==> src/rtl/tdm_pkg.sv <==
// tdm_pkg: shared slot widths and receive FSM states for the TDM link
package tdm_pkg;
   localparam int LANES = 16;
   localparam int SEL_W = $clog2(LANES);
   typedef enum logic [1:0] {IDLE, COLLECT, PARITY} state_t;
endpackage

==> src/rtl/tdm_slot_counter.sv <==
// tdm_slot_counter: slot index with clear, load-1, increment and last-slot flag
module tdm_slot_counter
   import tdm_pkg::*;
(
   input  logic             clk,
   input  logic             rst,
   input  logic             clr,
   input  logic             load1,
   input  logic             inc,
   output logic [SEL_W-1:0] cnt,
   output logic             last
);
   assign last = cnt == SEL_W'(LANES - 1);
   always_ff @(posedge clk)
      if (rst || clr) cnt <= '0;
      else if (load1) cnt <= SEL_W'(1);
      else if (inc) cnt <= cnt + 1'b1;
endmodule

==> src/rtl/tdm_demux16.sv <==
// tdm_demux16: rebuilds 16-bit words from the serial TDM stream with abort detection.
// Defining PARITY_CHECK_EN adds an even-parity slot after slot 15.
module tdm_demux16
   import tdm_pkg::*;
(
   input  logic             clk,
   input  logic             rst,
   input  logic             din,
   input  logic             din_valid,
   input  logic             frame_start,
   output logic [SEL_W-1:0] s,
   output logic [LANES-1:0] dataout,
   output logic             dout_valid,
   output logic             frame_err
);
   state_t state, state_nx;
   logic [SEL_W-1:0] cnt;
   logic last, start, take, abort, commit, bad, clr;
   logic [LANES-1:0] shreg, word, commit_word;

   tdm_slot_counter u_cnt (
      .clk(clk),
      .rst(rst),
      .clr(clr),
      .load1(start),
      .inc(take && !last),
      .cnt(cnt),
      .last(last)
   );

   always_ff @(posedge clk)
      state <= rst ? IDLE : state_nx;

   always_comb begin
      state_nx = state;
      case (state)
         IDLE:    state_nx = start ? COLLECT : IDLE;
`ifdef PARITY_CHECK_EN
         COLLECT: state_nx = take && last ? PARITY : COLLECT;
         PARITY:  state_nx = start ? COLLECT : din_valid ? IDLE : PARITY;
`else
         COLLECT: state_nx = take && last ? IDLE : COLLECT;
`endif
         default: state_nx = IDLE;
      endcase
   end

   // Bits above the current slot are zero, so the incoming bit can simply be OR-ed in.
   always_comb begin
      start = din_valid && frame_start;
      take  = din_valid && !frame_start && state == COLLECT;
      abort = start && state != IDLE;
      word  = shreg | (LANES'(din) << cnt);
      s     = cnt;
`ifdef PARITY_CHECK_EN
      clr         = din_valid && !frame_start && state == PARITY;
      commit      = clr && din == ^shreg;
      bad         = clr && din != ^shreg;
      commit_word = shreg;
`else
      commit      = take && last;
      bad         = 1'b0;
      clr         = commit;
      commit_word = word;
`endif
   end

   always_ff @(posedge clk)
      if (rst) begin
         shreg      <= '0;
         dataout    <= '0;
         dout_valid <= 1'b0;
         frame_err  <= 1'b0;
      end else begin
         dout_valid <= commit;
         frame_err  <= abort || bad;
         if (start) shreg <= LANES'(din);
         else if (take) shreg <= word;
         if (commit) dataout <= commit_word;
      end
endmodule

==> config.mk <==
export PLATFORM = sky130hd
export DESIGN_NAME = tdm_demux16
export DESIGN_NICKNAME = d
export VERILOG_FILES = /design/src/rtl/tdm_pkg.sv /design/src/rtl/tdm_slot_counter.sv /design/src/rtl/tdm_demux16.sv
export SDC_FILE = /design/constraint.sdc
export NUM_CORES = 1
export LEC_CHECK = 0
export ABC_AREA = 1
export CAP_MARGIN = 20
export CORE_MARGIN = 1
export CORE_UTILIZATION = 43
export DETAILED_ROUTE_END_ITERATION = 8
export GPL_TIMING_DRIVEN = 0
export PLACE_DENSITY = 0.81
export SLEW_MARGIN = 0
export SYNTH_ARGS = -nofsm -noshare
export SYNTH_HDL_FRONTEND = slang
export SYNTH_SLANG_ARGS = --single-unit
==> constraint.sdc <==
create_clock -name clk -period 1.5 [get_ports clk]
set_clock_uncertainty 0.15 [all_clocks]
set_input_delay 0.375 -clock clk [delete_from_list [all_inputs] [get_ports clk]]
set_output_delay 0.375 -clock clk [all_outputs]
set_load 0.02 [all_outputs]
==> results.py <==
metrics = {
    "synth": {
        "avgSynthCellArea_sq_um": 7.429,
        "syn-num-nets": 229,
        "synth_most_common_cell": "nand2_1",
        "synth-compound-area-share_pct": 12.69,
        "synth.top_cell.area_share_pct": 47.13,
        "ys_ff_latch": 39,
        "synthCells": 223,
        "yosys.area_share.simple_pct": 28.47,
        "yosys.area.top_type": "dfxtp_1",
        "synth_top_family_by_area": "simple AND/OR/NAND/NOR gates",
        "async_flop_share_pct": 0,
        "yosysUniqueCellTypes": 22,
        "synth_mux_area_share_pct": 0,
        "seq_area_frac_synth_pct": 47.13,
        "ys_warn_count": 0,
        "synth_commonest_cells": "nand2_1 (47), dfxtp_1 (39), nor2_1 (27), inv_1 (25), a21oi_1 (18)",
        "yosys-top-cells-area": "dfxtp_1 (47%), nand2_1 (11%), nor2_1 (6.1%)",
        "syn_area_sq_um": 1657,
        "synthAdderAreaFrac_pct": 0.7553,
        "synth_xor_area_share_pct": 0,
        "ys.flop_type": "dfxtp_1",
        "synth_enable_flop_cells": 0,
    },
    "setup_path": {
        "critical_path_buf_inv_count": 1,
        "critPathArrivalTime_ns": 0.94,
        "critPathTopFamily": "flip-flops",
        "rrSetupSlack_ns": 0.05,
        "start_kind": "register",
        "worstPathRequired_ns": 0.97,
        "worstPathCellList": "dlygate4sd2_1",
        "cp_max_fo": 2,
        "reg2reg_depth": 7,
        "worstSetupEndpointType": "output port",
        "r2r_start": "u_cnt.cnt[0]",
        "cp_slowest_cell": "dfxtp_1",
        "r2r_end": "dataout[12]",
        "crit_path_max_incr_delay_ns": 0.33,
        "path_class": "register to output port",
    },
    "placement": {
        "dp.cells": 297,
        "port_buffers": 26,
        "place.detailed.hpwl_mm": 2.440,
        "gp_congestion": 0.9028,
    },
    "clock_network": {
        "cts_tree": "done",
        "cts-htree-levels": 2,
        "cts_hold_buffers": 0,
        "numCtsBuffers": 5,
        "cts-root-buf": "clkbuf_8",
        "insertion_delay_ns": 0.29,
        "numClockSinks": 39,
        "clk_pin_slew_ns": 0.07,
        "cts_buffer_depth": 2,
    },
    "power": {
        "p_total_mw": 1.994,
        "p_per_area_nw_per_um2": 909.9,
        "leakage_nw": 0.9548,
        "irDropWorstVdd_mv": 0.5674,
    },
    "detailed_routing": {
        "dr_wl_met3_um": 146,
        "first_pass_iters": 4,
        "wl_per_cell_um": 11.45,
        "vias": 1533,
        "drt_iter0_markers": 63,
        "via_per_inst": 4.929,
        "top_layer": "met4",
        "wl_met1_mm": 1.525,
        "ant_nets": 0,
        "drc_errors": 0,
        "wl_mm": 3.562,
        "met2_length_mm": 1.825,
    },
    "layout": {
        "multi_input_area_sq_um": 737.0,
        "syn2layout_area_growth_pct": 32.33,
        "final-seq-area_sq_um": 788.3,
        "n_antenna_cell": 0,
        "post-route-util_pct": 59.43,
        "n_fill_cell": 337,
        "fin_cells": 311,
        "drive_gt1_share_pct": 21.29,
        "nNetsFinal": 269,
    },
    "sta": {
        "drv_slew": 0,
        "slew_headroom_pct": 77.31,
        "fin_crit_sh_pct": 97.72,
        "max_freq_mhz": 682.2,
        "finalSetupViolations": 0,
        "layout_min_cycle_time_ns": 1.466,
        "worst_pin_slew_ns": 0.3403,
        "hold_viol": 0,
        "rsz0062_at_grt": "yes",
    },
    "die": {
        "dieArea_sq_um": 4105,
        "die_w_um": 64.07,
        "io_pins": 27,
        "core-area_sq_um": 3689,
        "die_h_um": 64.07,
        "initial_core_util_pct": 44.91,
        "rows": 22,
    },
    "global_routing": {
        "grt_pass1_vias": 1470,
        "grt_usage_pct": 19.89,
        "grt_max_degree": 12,
        "antenna_found_initial": 0,
        "grt_overflow": 0,
        "grt_pass1_wl_mm": 6.175,
    },
    "hold_path": {
        "worstHoldPathCells": 2,
        "hp-class": "register to register",
        "hold_start": "dataout[1]",
        "hold_end": "dataout[1]",
    },
    "job": {
        "max_cap_viol_count": 0,
    },
    "outcome": {
        "status": "completed",
    },
}
[registers in the layout, summed over array words and instances (netlist names)]
register	cells
dout_valid	1
dataout	16
frame_err	1
state	1
shreg	16
u_cnt.cnt	4
[worst max-delay path by stage]
stage | from | endpoint | slack, ns | cells past startpoint
global placement | frame_start | u_cnt.cnt[3] | -0.32 | 7
detailed placement | rst | shreg[9] | -0.37 | 5
CTS | u_cnt.cnt[3] | s[3] | 0.005 | 1
global route | u_cnt.cnt[0] | dataout[15] | -0.03 | 7
finish | dataout[12] | dataout[12] | 0.03 | 1
floorplan | u_cnt.cnt[0] | dataout[12] | 0.004 | 7
[kinds of logic after synthesis]
group,after synthesis
buffers and inverters,40
DFF,39
AOI/OAI and AO/OA,41
adders and majority gates,1
and+or+nand+nor,102
[per-layer routing]
metal	vias up	track usage, %
li1	791	-
met3	8	3.750
met2	37	35.37
met5	-	0
met4	0	11.65
met1	697	21.82
[cells in the final DEF, fill, tap and decap left out, types with 2 or more instances in the layout]
| master | count |
|---|---|
| dfxtp_1 | 35 |
| clkbuf_2 | 2 |
| o21ai_1 | 7 |
| nor2_2 | 4 |
| inv_2 | 6 |
| nor2_1 | 24 |
| nand2_2 | 8 |
| buf_6 | 2 |
| nor2_4 | 3 |
| clkbuf_8 | 5 |
| o21ai_0 | 14 |
| buf_2 | 5 |
| clkdlybuf4s15_1 | 14 |
| dfxtp_2 | 3 |
| buf_4 | 8 |
| nand3_1 | 9 |
| nand2_1 | 42 |
| nand4_1 | 10 |
| inv_1 | 24 |
| clkdlybuf4s15_2 | 2 |
| a21oi_1 | 18 |
| dlygate4sd2_1 | 6 |
[power breakdown]
group          total (mW)  switching (mW)  internal, mW
clock               0.834           0.347         0.487
sequential           1.05         0.00814          1.04
combinational       0.111          0.0701        0.0406
total                1.99           0.425          1.57
[final cells by class]
class / instances / share of cell area, %
Sequential cell: 39 / 35.96
Inverter: 31 / 5.308
Multi-Input combinational cell: 144 / 33.62
Buffer: 9 / 3.139
Tap cell: 48 / 2.740
Timing Repair Buffer: 33 / 14.55
Clock buffer: 6 / 3.311
Clock inverter: 1 / 1.370
[per-stage QoR]
| step | setup TNS [ns] | instance area [sq um] | hold WS [ns] | setup WS, ns |
|---|---|---|---|---|
| floorplan | 0 | 1662 | 0.2804 | 0.004160 |
| global placement | -10.52 | 1982 | 0.2899 | -0.3217 |
| detailed placement | -11.31 | 1982 | 0.2922 | -0.3679 |
| CTS | 0 | 2111 | 0.3019 | 0.005033 |
| global route | -0.06334 | 2192 | 0.3194 | -0.02874 |
| finish | 0 | 2192 | 0.3021 | 0.03424 |
[repair_timing]
item	CTS	global route
resized for setup	35	34
endpoints found under the setup margin	45	40
pin swaps	1	4
buffers inserted	0	6
gates cloned	1	0
[tightest hold or removal path, stage by stage, from the launching register on]
cell and delay [ns]:
dfxtp_1 0.31, nand2_1 0.06, nand2_1 0.04
Power figures use the tool's default switching activity.
